<file path="src/rtl/pic_irq_priority.sv">
// 8259-style IRR / mask / rotating priority resolver / ISR with the INTA pair and EOI handling.
// Latency: ir edge -> irr 1 clk, -> int_req 2 clk. No backpressure; inta_n edges and EOI pulses are always accepted.
module pic_irq_priority #(
    parameter int         NUM_IR   = 8,
    parameter logic [2:0] LP_RESET = 3'd7
) (
    input  logic              clk,
    input  logic              rst_n,
    input  logic [NUM_IR-1:0] i_ir,
    input  logic              i_ltim,
    input  logic [NUM_IR-1:0] i_imr,
    input  logic              i_aeoi,
    input  logic              i_init_clear,
    input  logic              i_inta_n,
    input  logic              i_eoi_pulse,
    input  logic              i_eoi_specific,
    input  logic              i_eoi_rotate,
    input  logic [2:0]        i_eoi_level,
    output logic              o_int_req,
    output logic [NUM_IR-1:0] o_irr,
    output logic [NUM_IR-1:0] o_isr,
    output logic [2:0]        o_ack_level,
    output logic              o_ack_done
);

    typedef enum logic {S_IDLE, S_ACK1} state_t;

    state_t              r_state, w_state_nxt;
    logic [NUM_IR-1:0]   r_irr, w_irr_nxt;
    logic [NUM_IR-1:0]   r_isr, w_isr_nxt;
    logic [NUM_IR-1:0]   r_ir_prev;
    logic                r_inta_prev;
    logic                r_int_req, w_int_req_nxt;
    logic [2:0]          r_ack_level, w_ack_level_nxt;
    logic                r_ack_spur, w_ack_spur_nxt;
    logic                r_ack_done, w_ack_done_nxt;
    logic [2:0]          r_lp, w_lp_nxt;

    logic [2:0]          w_hi;
    logic [NUM_IR-1:0]   w_pend;
    logic [2*NUM_IR-1:0] w_pend_dbl, w_isr_dbl;
    logic [NUM_IR-1:0]   w_pend_rot, w_isr_rot;
    logic [2:0]          w_win_pos, w_cur_pos, w_win, w_cur;
    logic                w_win_vld, w_cur_vld;
    logic                w_inta_fall;

    // Rotate so that the highest-priority level (lp+1) lands on bit 0; the
    // lowest set bit of the rotated vector is then the winner.
    assign w_hi       = r_lp + 3'd1;
    assign w_pend     = r_irr & ~i_imr;
    assign w_pend_dbl = {w_pend, w_pend} >> w_hi;
    assign w_isr_dbl  = {r_isr, r_isr} >> w_hi;
    assign w_pend_rot = w_pend_dbl[NUM_IR-1:0];
    assign w_isr_rot  = w_isr_dbl[NUM_IR-1:0];

    always_comb begin
        w_win_pos = 3'd0;
        w_win_vld = 1'b0;
        w_cur_pos = 3'd0;
        w_cur_vld = 1'b0;
        for (int j = NUM_IR - 1; j >= 0; j--) begin
            if (w_pend_rot[j]) begin
                w_win_pos = 3'(j);
                w_win_vld = 1'b1;
            end
            if (w_isr_rot[j]) begin
                w_cur_pos = 3'(j);
                w_cur_vld = 1'b1;
            end
        end
    end

    assign w_win       = w_win_pos + w_hi;
    assign w_cur       = w_cur_pos + w_hi;
    assign w_inta_fall = r_inta_prev & ~i_inta_n;

    always_comb begin
        w_state_nxt     = r_state;
        w_isr_nxt       = r_isr;
        w_lp_nxt        = r_lp;
        w_ack_level_nxt = r_ack_level;
        w_ack_spur_nxt  = r_ack_spur;
        w_ack_done_nxt  = 1'b0;
        w_irr_nxt       = i_ltim ? i_ir : (r_irr | (i_ir & ~r_ir_prev));

        if (i_eoi_pulse) begin
            if (i_eoi_specific) begin
                w_isr_nxt[i_eoi_level] = 1'b0;
                if (i_eoi_rotate)
                    w_lp_nxt = i_eoi_level;
            end else if (w_cur_vld) begin
                w_isr_nxt[w_cur] = 1'b0;
                if (i_eoi_rotate)
                    w_lp_nxt = w_cur;
            end
        end

        // INTA set is applied after the EOI clear so that it wins on the same bit.
        case (r_state)
            S_IDLE: begin
                if (w_inta_fall) begin
                    w_state_nxt = S_ACK1;
                    if (w_win_vld) begin
                        w_isr_nxt[w_win] = 1'b1;
                        w_ack_level_nxt  = w_win;
                        w_ack_spur_nxt   = 1'b0;
                        if (!i_ltim)
                            w_irr_nxt[w_win] = 1'b0;
                    end else begin
                        w_ack_level_nxt = 3'd7;
                        w_ack_spur_nxt  = 1'b1;
                    end
                end
            end
            S_ACK1: begin
                if (w_inta_fall) begin
                    w_state_nxt    = S_IDLE;
                    w_ack_done_nxt = 1'b1;
                    if (i_aeoi && !r_ack_spur)
                        w_isr_nxt[r_ack_level] = 1'b0;
                end
            end
            default: w_state_nxt = S_IDLE;
        endcase

        w_int_req_nxt = (r_state == S_IDLE) && !w_inta_fall && w_win_vld &&
                        (!w_cur_vld || (w_win_pos < w_cur_pos));
    end

    always_ff @(posedge clk or negedge rst_n) begin
        if (!rst_n) begin
            r_state     <= S_IDLE;
            r_irr       <= '0;
            r_isr       <= '0;
            r_ir_prev   <= '0;
            r_inta_prev <= 1'b1;
            r_int_req   <= 1'b0;
            r_ack_level <= 3'd0;
            r_ack_spur  <= 1'b0;
            r_ack_done  <= 1'b0;
            r_lp        <= LP_RESET;
        end else if (i_init_clear) begin
            r_state     <= S_IDLE;
            r_irr       <= '0;
            r_isr       <= '0;
            r_ir_prev   <= '0;
            r_inta_prev <= 1'b1;
            r_int_req   <= 1'b0;
            r_ack_level <= 3'd0;
            r_ack_spur  <= 1'b0;
            r_ack_done  <= 1'b0;
            r_lp        <= LP_RESET;
        end else begin
            r_state     <= w_state_nxt;
            r_irr       <= w_irr_nxt;
            r_isr       <= w_isr_nxt;
            r_ir_prev   <= i_ir;
            r_inta_prev <= i_inta_n;
            r_int_req   <= w_int_req_nxt;
            r_ack_level <= w_ack_level_nxt;
            r_ack_spur  <= w_ack_spur_nxt;
            r_ack_done  <= w_ack_done_nxt;
            r_lp        <= w_lp_nxt;
        end
    end

    assign o_int_req   = r_int_req;
    assign o_irr       = r_irr;
    assign o_isr       = r_isr;
    assign o_ack_level = r_ack_level;
    assign o_ack_done  = r_ack_done;

endmodule

</file>
<file path="config.mk">
export PLATFORM = sky130hd
export DESIGN_NAME = pic_irq_priority
export DESIGN_NICKNAME = d
export VERILOG_FILES = /design/src/rtl/pic_irq_priority.sv
export SDC_FILE = /design/constraint.sdc
export NUM_CORES = 1
export LEC_CHECK = 0
export CAP_MARGIN = 30
export CORE_MARGIN = 8
export CORE_UTILIZATION = 55
export CTS_BUF_LIST = sky130_fd_sc_hd__clkbuf_16
export DETAILED_ROUTE_END_ITERATION = 6
export PLACE_DENSITY = 0.83
export SLEW_MARGIN = 20
export SYNTH_ARGS = -nofsm -noshare
export SYNTH_HDL_FRONTEND = slang
export SYNTH_SLANG_ARGS = --single-unit
</file>
<file path="constraint.sdc">
create_clock -name clk -period 5.1 [get_ports clk]
set_clock_uncertainty 0.15 [all_clocks]
set_input_delay 1.275 -clock clk [delete_from_list [all_inputs] [get_ports clk]]
set_output_delay 1.275 -clock clk [all_outputs]
set_load 0.02 [all_outputs]
</file>
==> run_summary.xml, run 1 <==
<?xml version="1.0" encoding="UTF-8"?>
<metrics>
  <group name="critical_path">
    <metric name="criticalPathCategory" unit="">in2reg</metric>
    <metric name="timing.rr.end" unit="">o_irr[2]</metric>
    <metric name="worst-endpoint-arrival" unit="ns">4.81</metric>
    <metric name="worst-path-buf-inv" unit="">1</metric>
    <metric name="crit_path_end_kind" unit="">register</metric>
    <metric name="required" unit="ns">5.11</metric>
    <metric name="critical_path.reg2reg.startpoint" unit="">r_lp[0]</metric>
    <metric name="critical_path.slowest_cell" unit="">sky130_fd_sc_hd__fa_1</metric>
    <metric name="critPathLaunchType" unit="">input port</metric>
    <metric name="cpLargestDelayFamily" unit="">simple AND/OR/NAND/NOR gates</metric>
    <metric name="timing.critical_path.cells" unit="">clkdlybuf4s50_1 &gt; nor2b_1 &gt; mux2i_1 &gt; mux4_2 &gt; and3_1 &gt; o311ai_1 &gt; fa_1 &gt; or3_1 &gt; o21bai_1 &gt; o31a_1</metric>
    <metric name="setup_slack_of_the_most_critical_reg_to_reg_path" unit="ns">0.58</metric>
    <metric name="critPathMaxFanout" unit="">5</metric>
    <metric name="rr_worst_depth" unit="">11</metric>
    <metric name="critical_path_max_stage_delay" unit="ns">0.56</metric>
  </group>
  <group name="drt">
    <metric name="vias_after_detailed_routing" unit="">2858</metric>
    <metric name="detail_route.drc_violations" unit="">0</metric>
    <metric name="drt_iter0_drc" unit="">181</metric>
    <metric name="detail-route-antenna-nets" unit="">0</metric>
    <metric name="routed_via_density" unit="">6.19</metric>
    <metric name="wirelength" unit="mm">8.34</metric>
    <metric name="drt-pass1-iter-count" unit="">6</metric>
    <metric name="avgRoutedWirePerCell" unit="µm">18.0</metric>
  </group>
  <group name="timing">
    <metric name="achievable-frequency" unit="MHz">209</metric>
    <metric name="grt_setup_unrepaired" unit="">false</metric>
    <metric name="finish_stage_setup_viols" unit="">0</metric>
    <metric name="report.final.hold_viol_count" unit="">0</metric>
    <metric name="timing_worst_slew_pin_value" unit="ns">0.774</metric>
    <metric name="final_critical_path_time_including_i_o_delays_and_setup" unit="ns">4.79</metric>
    <metric name="tns" unit="ns">0</metric>
    <metric name="timing_max_transition_violations_final" unit="">0</metric>
    <metric name="finalCritPeriodShare" unit="%">94.0</metric>
    <metric name="slew_headroom" unit="%">48.2</metric>
  </group>
  <group name="clocking">
    <metric name="cts_tree" unit="">yes</metric>
    <metric name="cts-resized-gates" unit="">0</metric>
    <metric name="cell_at_the_root_of_the_clock_tree" unit="">sky130_fd_sc_hd__clkbuf_16</metric>
    <metric name="tritoncts.num_buffers" unit="">5</metric>
    <metric name="cts.sink_count" unit="">35</metric>
    <metric name="post-cts-setup-buffer-count" unit="">0</metric>
    <metric name="worstSkewPairLatency" unit="ns">0.28</metric>
    <metric name="cts.htree.levels" unit="">2</metric>
    <metric name="path_clk_slew" unit="ns">0.06</metric>
    <metric name="cts-hold-fix-buffers" unit="">0</metric>
    <metric name="cts_buffer_depth" unit="">2</metric>
  </group>
  <group name="pwr">
    <metric name="leakagePower" unit="nW">1.53</metric>
    <metric name="cellPowerDensity" unit="nW/µm²">658</metric>
    <metric name="max-vdd-ir-drop" unit="µV">357</metric>
  </group>
  <group name="die">
    <metric name="fp.dieW" unit="µm">91.3</metric>
    <metric name="rows" unit="">27</metric>
    <metric name="placeableCoreArea" unit="µm²">5510</metric>
    <metric name="area_of_the_die" unit="µm²">8340</metric>
    <metric name="floorplan.die.height" unit="µm">91.3</metric>
    <metric name="initial_core_utilization" unit="%">56.7</metric>
    <metric name="pin_count" unit="">49</metric>
  </group>
  <group name="synthesis">
    <metric name="syn_inst_count" unit="">342</metric>
    <metric name="postSynth.asyncResetShare" unit="%">100</metric>
    <metric name="synth-edff-count" unit="">0</metric>
    <metric name="synthesis.area" unit="µm²">3120</metric>
    <metric name="synthesis.area_per_instance" unit="µm²">9.12</metric>
    <metric name="yosysWarningCount" unit="">0</metric>
    <metric name="synthDistinctLibCells" unit="">60</metric>
    <metric name="ys_ff_latch" unit="">35</metric>
    <metric name="syn_nets" unit="">379</metric>
    <metric name="yosysSeqAreaShare" unit="%">28.2</metric>
    <metric name="synth-main-ff-cell" unit="">sky130_fd_sc_hd__dfrtp_1</metric>
  </group>
  <group name="finish">
    <metric name="num-nets-final" unit="">426</metric>
    <metric name="final_layout_size_suffix_gt1_share" unit="%">12.8</metric>
    <metric name="area_delta_synth_final" unit="%">22.8</metric>
    <metric name="post-route-cell-area" unit="µm²">3830</metric>
    <metric name="most_frequent_cells_in_the_layout" unit="">sky130_fd_sc_hd__clkdlybuf4s50_1 (48), sky130_fd_sc_hd__dfrtp_1 (31), sky130_fd_sc_hd__nand2b_1 (27), sky130_fd_sc_hd__mux2i_1 (27), sky130_fd_sc_hd__nor2_1 (24)</metric>
    <metric name="number_of_antenna_diodes" unit="">0</metric>
    <metric name="layout_commonest_cell" unit="">sky130_fd_sc_hd__clkdlybuf4s50_1</metric>
  </group>
  <group name="run_status">
    <metric name="status" unit="">finished, final reports clean</metric>
  </group>
  <group name="run">
    <metric name="drv_cap" unit="">0</metric>
  </group>
  <group name="placed_design">
    <metric name="dpl-instance-area" unit="µm²">3660</metric>
    <metric name="portBuffers" unit="">48</metric>
    <metric name="hpwl" unit="mm">6.39</metric>
    <metric name="gpl.final_weighted_congestion" unit="">1.00</metric>
  </group>
  <group name="global_routing">
    <metric name="global_route.peak_usage_layer" unit="">met2</metric>
    <metric name="gr-usage-met2" unit="%">32.9</metric>
    <metric name="first_global_vias" unit="">2931</metric>
    <metric name="grt_start_max_net_pins" unit="">36</metric>
    <metric name="global_route_wire_length_before_repair" unit="mm">14.1</metric>
    <metric name="overall_global_routing_resource_usage" unit="%">20.3</metric>
    <metric name="grt_overflow_total" unit="">0</metric>
    <metric name="grt_antenna_before_repair" unit="">0</metric>
    <metric name="met3_usage_in_global_routing" unit="%">3.62</metric>
    <metric name="global_route.usage.met1" unit="%">26.1</metric>
  </group>
  <group name="min_path">
    <metric name="hold_depth" unit="">2</metric>
    <metric name="hold_start" unit="">r_lp[1]</metric>
    <metric name="endpoint_worst_hold" unit="">r_lp[1]</metric>
    <metric name="hold_class" unit="">reg2reg</metric>
  </group>
</metrics>
==> sequential cells by signal, indices dropped and copies added (netlist names) <==
name	flops
o_ack_done	1
o_ack_level	3
o_int_req	1
o_irr	8
o_isr	8
r_ack_spur	1
r_inta_prev	1
r_ir_prev	8
r_lp	3
r_state	1
==> stage by stage <==
step                instances  setup WS [ns]  power, mW  util (%)  hold slack (ns)
floorplan                 342          0.894       1.68         -            0.355
global route              462          0.111       2.71      69.6            0.439
detailed placement        454          0.136       2.14      66.5            0.389
finish                    462          0.308       2.52      69.6            0.397
CTS                       462          0.400       2.51      69.6            0.397
global placement          454          0.200       2.09      66.5            0.376
==> Yosys cell counts (4+ instances only) <==
master	count	area share, %
sky130_fd_sc_hd__o221ai_1	4	1.1
sky130_fd_sc_hd__nor4_1	4	0.80
sky130_fd_sc_hd__nor2b_1	23	4.6
sky130_fd_sc_hd__nand3_1	6	0.96
sky130_fd_sc_hd__nand4_1	7	1.4
sky130_fd_sc_hd__o31a_1	5	1.4
sky130_fd_sc_hd__o31ai_1	4	0.96
sky130_fd_sc_hd__mux2i_1	27	8.7
sky130_fd_sc_hd__inv_1	19	2.3
sky130_fd_sc_hd__or2_2	5	1.0
sky130_fd_sc_hd__dfrtp_1	31	25
sky130_fd_sc_hd__mux2_2	4	1.4
sky130_fd_sc_hd__a21oi_1	13	2.1
sky130_fd_sc_hd__dfstp_2	4	3.4
sky130_fd_sc_hd__nand2b_1	27	5.4
sky130_fd_sc_hd__mux4_2	13	9.4
sky130_fd_sc_hd__ha_1	7	2.8
sky130_fd_sc_hd__o21ai_0	19	3.0
sky130_fd_sc_hd__clkbuf_1	7	0.84
sky130_fd_sc_hd__nor3_1	14	2.2
sky130_fd_sc_hd__nor2_1	24	2.9
sky130_fd_sc_hd__buf_2	4	0.64
sky130_fd_sc_hd__nand2_1	17	2.0
==> kinds of logic (layout without fill, tap and decap cells) <==
logic type | Yosys count | in the layout | share of synthesized area (%)
simple gates | 142 | 142 | 25.3
compound gates | 71 | 71 | 15.7
mux | 44 | 44 | 19.5
flops | 35 | 35 | 28.2
buf+inv | 35 | 83 | 5.01
fa+ha+maj | 10 | 10 | 4.41
xor+xnor | 5 | 5 | 1.88
==> where the power goes <==
part / internal, mW / switching [mW] / total, mW / leakage [nW]
Clock: 0.230 / 0.118 / 0.348 / 0.0838
Combinational: 0.724 / 1.03 / 1.76 / 0.997
Sequential: 0.334 / 0.0837 / 0.417 / 0.453
==> worst register-to-register path, stage by stage, from the launching register on <==
cell,delay [ns]
sky130_fd_sc_hd__dfstp_2,0.53
sky130_fd_sc_hd__ha_1,0.26
sky130_fd_sc_hd__xor2_2,0.46
sky130_fd_sc_hd__mux4_2,0.59
sky130_fd_sc_hd__mux2i_1,0.23
sky130_fd_sc_hd__nand2b_1,0.08
sky130_fd_sc_hd__and3_1,0.15
sky130_fd_sc_hd__o311ai_1,0.40
sky130_fd_sc_hd__fa_1,0.56
sky130_fd_sc_hd__or3_1,0.49
sky130_fd_sc_hd__o21bai_1,0.25
sky130_fd_sc_hd__o31a_1,0.26
==> metal layers <==
layer	routed length, µm	vias to the layer above
met4	231	0
met5	0	-
met3	540	23
met2	3990	121
met1	3570	1367
li1	-	1347
==> worst max-delay path by stage <==
| stage | startpoint | endpoint | depth (start not counted) |
|---|---|---|---|
| 4_1_cts | i_imr[3] | o_irr[2] | 10 |
| 2_1_floorplan | i_imr[0] | o_irr[2] | 9 |
| 6_report | i_imr[3] | o_irr[2] | 10 |
| 3_3_place_gp | i_imr[3] | o_irr[2] | 10 |
| 3_5_place_dp | i_imr[3] | o_irr[2] | 10 |
| 5_1_grt | i_imr[2] | o_isr[2] | 10 |
==> cell type report <==
type,instances,area (µm²)
multi-input cells,272,2080
inverters,21,83.8
clock buffers,5,125
well taps,72,90.1
clock inverters,3,43.8
fillers,424,1670
flip-flops and latches,35,881
repair buffers,54,526
(Power assumes the default switching activity.)
==> run 2, diff against run 1 <==
--- a/config.mk
+++ b/config.mk
@@ -10,6 +10,7 @@
 export CORE_UTILIZATION = 55
 export CTS_BUF_LIST = sky130_fd_sc_hd__clkbuf_16
 export DETAILED_ROUTE_END_ITERATION = 6
+export MAX_ROUTING_LAYER = met4
 export PLACE_DENSITY = 0.83
 export SLEW_MARGIN = 20
 export SYNTH_ARGS = -nofsm -noshare
==> run 2 against run 1 <==
- sequential power about the same
- final cell count stayed put
- first-iteration DRC count stayed put
- worst setup slack better by 0.045 ns
- sequential share of layout area did not move
- clock power is essentially flat
- critical path depth did not move
- non-clock buffer count did not move
- utilization unchanged
- highest routed layer unchanged
- critical path type unchanged
==> run_summary.xml, run 2 (same netlist as run 1, synthesis figures left out) <==
<?xml version="1.0" encoding="UTF-8"?>
<metrics>
  <group name="run_status">
    <metric name="status" unit="">finished, final reports clean</metric>
  </group>
  <group name="die">
    <metric name="placeableCoreArea" unit="µm²">5510</metric>
    <metric name="floorplan.die.height" unit="µm">91.3</metric>
    <metric name="area_of_the_die" unit="µm²">8340</metric>
    <metric name="pin_count" unit="">49</metric>
    <metric name="fp.dieW" unit="µm">91.3</metric>
    <metric name="initial_core_utilization" unit="%">56.7</metric>
    <metric name="rows" unit="">27</metric>
  </group>
  <group name="timing">
    <metric name="timing_worst_slew_pin_value" unit="ns">0.782</metric>
    <metric name="tns" unit="ns">0</metric>
    <metric name="slew_headroom" unit="%">47.7</metric>
    <metric name="finish_stage_setup_viols" unit="">0</metric>
    <metric name="final_critical_path_time_including_i_o_delays_and_setup" unit="ns">4.75</metric>
    <metric name="timing_max_transition_violations_final" unit="">0</metric>
    <metric name="grt_setup_unrepaired" unit="">false</metric>
    <metric name="finalCritPeriodShare" unit="%">93.1</metric>
    <metric name="achievable-frequency" unit="MHz">211</metric>
    <metric name="holdWs" unit="ns">0.400</metric>
    <metric name="report.final.hold_viol_count" unit="">0</metric>
  </group>
  <group name="clocking">
    <metric name="cell_at_the_root_of_the_clock_tree" unit="">sky130_fd_sc_hd__clkbuf_16</metric>
    <metric name="tritoncts.num_buffers" unit="">5</metric>
    <metric name="post-cts-setup-buffer-count" unit="">0</metric>
    <metric name="cts.htree.levels" unit="">2</metric>
    <metric name="cts_tree" unit="">yes</metric>
    <metric name="cts-hold-fix-buffers" unit="">0</metric>
    <metric name="cts_buffer_depth" unit="">2</metric>
    <metric name="cts.sink_count" unit="">35</metric>
    <metric name="worstSkewPairLatency" unit="ns">0.28</metric>
    <metric name="cts-resized-gates" unit="">0</metric>
    <metric name="path_clk_slew" unit="ns">0.06</metric>
  </group>
  <group name="finish">
    <metric name="area_delta_synth_final" unit="%">22.8</metric>
    <metric name="final_layout_size_suffix_gt1_share" unit="%">12.8</metric>
    <metric name="number_of_antenna_diodes" unit="">0</metric>
    <metric name="num-nets-final" unit="">426</metric>
    <metric name="layout_commonest_cell" unit="">sky130_fd_sc_hd__clkdlybuf4s50_1</metric>
    <metric name="most_frequent_cells_in_the_layout" unit="">sky130_fd_sc_hd__clkdlybuf4s50_1 (48), sky130_fd_sc_hd__dfrtp_1 (31), sky130_fd_sc_hd__nand2b_1 (27), sky130_fd_sc_hd__mux2i_1 (27), sky130_fd_sc_hd__nor2_1 (24)</metric>
    <metric name="final_cells" unit="">462</metric>
  </group>
  <group name="critical_path">
    <metric name="worst_setup_path_start" unit="">i_imr[2]</metric>
    <metric name="critPathMaxFanout" unit="">5</metric>
    <metric name="worst-endpoint-arrival" unit="ns">4.76</metric>
    <metric name="critical_path.reg2reg.startpoint" unit="">r_lp[0]</metric>
    <metric name="required" unit="ns">5.11</metric>
    <metric name="critPathLaunchType" unit="">input port</metric>
    <metric name="criticalPathCategory" unit="">in2reg</metric>
    <metric name="crit_path_end_kind" unit="">register</metric>
  </group>
  <group name="placed_design">
    <metric name="gpl.final_weighted_congestion" unit="">1.03</metric>
    <metric name="dpl.cell_count" unit="">454</metric>
    <metric name="hpwl" unit="mm">6.22</metric>
    <metric name="portBuffers" unit="">48</metric>
  </group>
  <group name="drt">
    <metric name="avgRoutedWirePerCell" unit="µm">17.8</metric>
    <metric name="vias_after_detailed_routing" unit="">2874</metric>
    <metric name="wirelength" unit="mm">8.24</metric>
    <metric name="drt_iter0_drc" unit="">181</metric>
    <metric name="detail_route.drc_violations" unit="">0</metric>
    <metric name="drt-pass1-iter-count" unit="">5</metric>
    <metric name="routed_via_density" unit="">6.22</metric>
    <metric name="detail-route-antenna-nets" unit="">0</metric>
  </group>
  <group name="pwr">
    <metric name="max-vdd-ir-drop" unit="µV">351</metric>
    <metric name="leakagePower" unit="nW">1.53</metric>
    <metric name="p_total" unit="mW">2.51</metric>
    <metric name="cellPowerDensity" unit="nW/µm²">655</metric>
  </group>
  <group name="global_routing">
    <metric name="overall_global_routing_resource_usage" unit="%">20.2</metric>
    <metric name="global_route_wire_length_before_repair" unit="mm">13.8</metric>
    <metric name="grt_overflow_total" unit="">0</metric>
    <metric name="grt_start_max_net_pins" unit="">36</metric>
    <metric name="first_global_vias" unit="">2765</metric>
    <metric name="grt_antenna_before_repair" unit="">0</metric>
  </group>
  <group name="run">
    <metric name="drv_cap" unit="">0</metric>
  </group>
  <group name="min_path">
    <metric name="hold_start" unit="">r_lp[1]</metric>
    <metric name="hold_class" unit="">reg2reg</metric>
  </group>
</metrics>
[run 2: cell counts in the layout (fill, tap and decap cells not counted)]
Identical to the previous run, type by type.
[run 2: per-layer routing]
layer / vias up / wire length (µm) / track usage, %
met5: - / 0 / -
met4: 0 / 101 / 4.91
met3: 9 / 543 / 3.29
met2: 134 / 4060 / 32.8
met1: 1378 / 3530 / 25.8
li1: 1353 / - / -
[run 2: worst paths after layout]
check	end	slack, ns	cells after the start
hold / removal	r_lp[1]	0.40	2
hold reg to reg	r_lp[1]	0.40	2
setup reg to reg	o_irr[2]	0.64	11
setup / recovery	o_irr[2]	0.35	10
min in group asynchronous	r_ir_prev[6]	1.25	2
max in group asynchronous	r_lp[0]	3.19	2
[run 2: power breakdown]
part / leakage [nW] / switching, mW / internal, mW
clock: 0.0838 / 0.117 / 0.230
combinational: 0.997 / 1.02 / 0.724
sequential: 0.453 / 0.0822 / 0.334
total: 1.53 / 1.22 / 1.29
[run 2: layout make-up]
cell class | count | area [µm²]
Multi-Input combinational cell | 272 | 2080
Sequential cell | 35 | 881
Timing Repair Buffer | 54 | 526
Clock buffer | 5 | 125
Tap cell | 72 | 90.1
Clock inverter | 3 | 43.8
Fill cell | 426 | 1670
Inverter | 21 | 83.8
[run 2: worst max-delay path, stage by stage]
cell,delay (ns)
sky130_fd_sc_hd__clkdlybuf4s50_1,0.42
sky130_fd_sc_hd__nor2b_1,0.24
sky130_fd_sc_hd__mux2i_1,0.20
sky130_fd_sc_hd__mux4_2,0.52
sky130_fd_sc_hd__and3_1,0.18
sky130_fd_sc_hd__o311ai_1,0.38
sky130_fd_sc_hd__fa_1,0.55
sky130_fd_sc_hd__or3_1,0.46
sky130_fd_sc_hd__o21bai_1,0.25
sky130_fd_sc_hd__o31a_1,0.28
[run 2: per-stage QoR]
step	util, %	area (µm²)	worst slack [ns]
final	69.6	3830	0.353
after global routing	69.6	3830	0.110
after CTS	69.6	3830	0.407
after detailed placement	66.5	3660	0.161
after global placement	66.5	3660	0.190
after floorplan	-	3120	0.894
==> run 3, diff against run 2 <==
==> constraint.sdc (replaced) <==
create_clock -name clk -period 4.5 [get_ports clk]
set_clock_uncertainty 0.15 [all_clocks]
set_input_delay 1.125 -clock clk [delete_from_list [all_inputs] [get_ports clk]]
set_output_delay 1.125 -clock clk [all_outputs]
set_load 0.02 [all_outputs]
==> run 3 against run 2 <==
- first-iteration DRC count increased by 12%
- worst setup slack got worse by 0.33 ns
- critical path depth increased by 1
- non-clock buffer count increased by 21
- wire length increased by 9.2%
- clock power increased by 30%
- worst hold slack improved by 0.00060 ns
- sequential share of layout area decreased by 1.5 points
- largest cell class unchanged
==> run_summary.xml, run 3 (same netlist as run 1, synthesis figures left out) <==
<?xml version="1.0" encoding="UTF-8"?>
<metrics>
  <group name="run_status">
    <metric name="status" unit="">finished, final reports clean</metric>
  </group>
  <group name="placed_design">
    <metric name="portBuffers" unit="">48</metric>
    <metric name="worst_case_setup_slack_after_placement" unit="ns">-0.271</metric>
    <metric name="gpl.final_weighted_congestion" unit="">0.925</metric>
    <metric name="hpwl" unit="mm">6.50</metric>
  </group>
  <group name="drt">
    <metric name="detail_route.drc_violations" unit="">0</metric>
    <metric name="drt-pass1-iter-count" unit="">4</metric>
    <metric name="routed_via_density" unit="">6.25</metric>
    <metric name="avgRoutedWirePerCell" unit="µm">18.6</metric>
    <metric name="drt_iter0_drc" unit="">202</metric>
    <metric name="detail-route-antenna-nets" unit="">0</metric>
    <metric name="wirelength" unit="mm">8.99</metric>
    <metric name="vias_after_detailed_routing" unit="">3017</metric>
  </group>
  <group name="clocking">
    <metric name="cts_buffer_depth" unit="">2</metric>
    <metric name="worstSkewPairLatency" unit="ns">0.28</metric>
    <metric name="cts-hold-fix-buffers" unit="">0</metric>
    <metric name="cts.htree.levels" unit="">2</metric>
    <metric name="cell_at_the_root_of_the_clock_tree" unit="">sky130_fd_sc_hd__clkbuf_16</metric>
    <metric name="cts.sink_count" unit="">35</metric>
    <metric name="tritoncts.num_buffers" unit="">5</metric>
    <metric name="cts_tree" unit="">yes</metric>
    <metric name="path_clk_slew" unit="ns">0.06</metric>
  </group>
  <group name="finish">
    <metric name="fin_util" unit="%">74.3</metric>
    <metric name="number_of_antenna_diodes" unit="">0</metric>
    <metric name="layout.filler_cells" unit="">375</metric>
    <metric name="final_layout_size_suffix_gt1_share" unit="%">21.7</metric>
    <metric name="num-nets-final" unit="">447</metric>
    <metric name="most_frequent_cells_in_the_layout" unit="">sky130_fd_sc_hd__clkdlybuf4s50_1 (48), sky130_fd_sc_hd__dfrtp_1 (31), sky130_fd_sc_hd__nand2b_1 (27)</metric>
    <metric name="layout_commonest_cell" unit="">sky130_fd_sc_hd__clkdlybuf4s50_1</metric>
    <metric name="area_delta_synth_final" unit="%">31.2</metric>
  </group>
  <group name="timing">
    <metric name="timing_worst_slew_pin_value" unit="ns">0.702</metric>
    <metric name="report.final.hold_viol_count" unit="">0</metric>
    <metric name="timing_max_transition_violations_final" unit="">0</metric>
    <metric name="holdWs" unit="ns">0.400</metric>
    <metric name="finish_stage_setup_viols" unit="">0</metric>
    <metric name="tns" unit="ns">0</metric>
    <metric name="achievable-frequency" unit="MHz">223</metric>
    <metric name="final_critical_path_time_including_i_o_delays_and_setup" unit="ns">4.48</metric>
    <metric name="final.setup.worst_slack" unit="ns">0.0224</metric>
    <metric name="finalCritPeriodShare" unit="%">99.5</metric>
    <metric name="slew_headroom" unit="%">53.2</metric>
    <metric name="grt_setup_unrepaired" unit="">true</metric>
  </group>
  <group name="critical_path">
    <metric name="worst-endpoint-arrival" unit="ns">4.49</metric>
    <metric name="required" unit="ns">4.52</metric>
    <metric name="critPathMaxFanout" unit="">4</metric>
    <metric name="crit_path_end_kind" unit="">register</metric>
    <metric name="criticalPathCategory" unit="">in2reg</metric>
    <metric name="critPathLaunchType" unit="">input port</metric>
  </group>
  <group name="pwr">
    <metric name="p_total" unit="mW">3.14</metric>
    <metric name="cellPowerDensity" unit="nW/µm²">767</metric>
    <metric name="leakagePower" unit="nW">1.64</metric>
    <metric name="max-vdd-ir-drop" unit="µV">470</metric>
  </group>
  <group name="global_routing">
    <metric name="grt_antenna_before_repair" unit="">0</metric>
    <metric name="first_global_vias" unit="">2937</metric>
    <metric name="grt_overflow_total" unit="">0</metric>
    <metric name="overall_global_routing_resource_usage" unit="%">21.4</metric>
    <metric name="grt_start_max_net_pins" unit="">36</metric>
    <metric name="global_route_wire_length_before_repair" unit="mm">14.3</metric>
  </group>
  <group name="die">
    <metric name="placeableCoreArea" unit="µm²">5510</metric>
    <metric name="area_of_the_die" unit="µm²">8340</metric>
    <metric name="floorplan.die.height" unit="µm">91.3</metric>
    <metric name="pin_count" unit="">49</metric>
    <metric name="rows" unit="">27</metric>
    <metric name="fp.dieW" unit="µm">91.3</metric>
    <metric name="initial_core_utilization" unit="%">56.7</metric>
  </group>
  <group name="run">
    <metric name="drv_cap" unit="">0</metric>
  </group>
  <group name="min_path">
    <metric name="hold_class" unit="">reg2reg</metric>
  </group>
</metrics>
run 3: final timing paths:
path,from,to,slack (ns),cells past startpoint
max in group asynchronous,rst_n,r_lp[2],2.74,2
worst max-delay path,i_imr[3],o_irr[2],0.02,11
worst max register to register,r_lp[0],o_irr[2],0.27,12
worst min register to register,r_lp[1],r_lp[1],0.40,2
min in group asynchronous,rst_n,r_ir_prev[2],1.11,2
worst min-delay path,r_lp[1],r_lp[1],0.40,2
run 3: layer usage:
metal | vias to the layer above | share of wire (%) | global-route usage, %
met3 | 9 | 6.5 | 2.80
met5 | - | 0 | -
li1 | 1394 | - | -
met4 | 0 | 1.1 | 6.28
met2 | 138 | 51 | 36.5
met1 | 1476 | 42 | 25.8
run 3: metrics by stage:
stage	instances	area (µm²)
finish	483	4090
global route	483	4090
CTS	482	4020
detailed placement	474	3820
global placement	473	3810
floorplan	342	3120
run 3: power breakdown:
| part | total, mW | internal (mW) | leakage, nW | switching, mW |
|---|---|---|---|---|
| combinational | 2.21 | 0.966 | 1.10 | 1.25 |
| sequential | 0.473 | 0.378 | 0.453 | 0.0952 |
| clock | 0.450 | 0.317 | 0.0900 | 0.133 |
run 3: critical path, stage by stage:
cell and delay (ns):
sky130_fd_sc_hd__clkdlybuf4s50_1 0.44, sky130_fd_sc_hd__nor2b_2 0.20, sky130_fd_sc_hd__mux2i_1 0.15, sky130_fd_sc_hd__mux4_2 0.52, sky130_fd_sc_hd__and3_1 0.21, sky130_fd_sc_hd__o311ai_1 0.27, sky130_fd_sc_hd__buf_4 0.18, sky130_fd_sc_hd__fa_1 0.47
sky130_fd_sc_hd__or3_4 0.43, sky130_fd_sc_hd__o21bai_2 0.24, sky130_fd_sc_hd__o31a_1 0.25
run 3: layout make-up:
| class | count | area, µm² | area share (%) |
|---|---|---|---|
| Timing Repair Buffer | 75 | 691 | 16.9 |
| Clock buffer | 5 | 125 | 3.06 |
| Multi-Input combinational cell | 272 | 2150 | 52.6 |
| Tap cell | 72 | 90.1 | 2.20 |
| Inverter | 21 | 83.8 | 2.05 |
| Clock inverter | 3 | 67.6 | 1.65 |
| Sequential cell | 35 | 881 | 21.5 |
run 3: repair_timing:
item,CTS,global route
pin swaps,0,0
buffers inserted,0,1
endpoints found under the setup margin,2,12
hold endpoints to repair,0,0
resized for setup,1,18
gates cloned,0,0
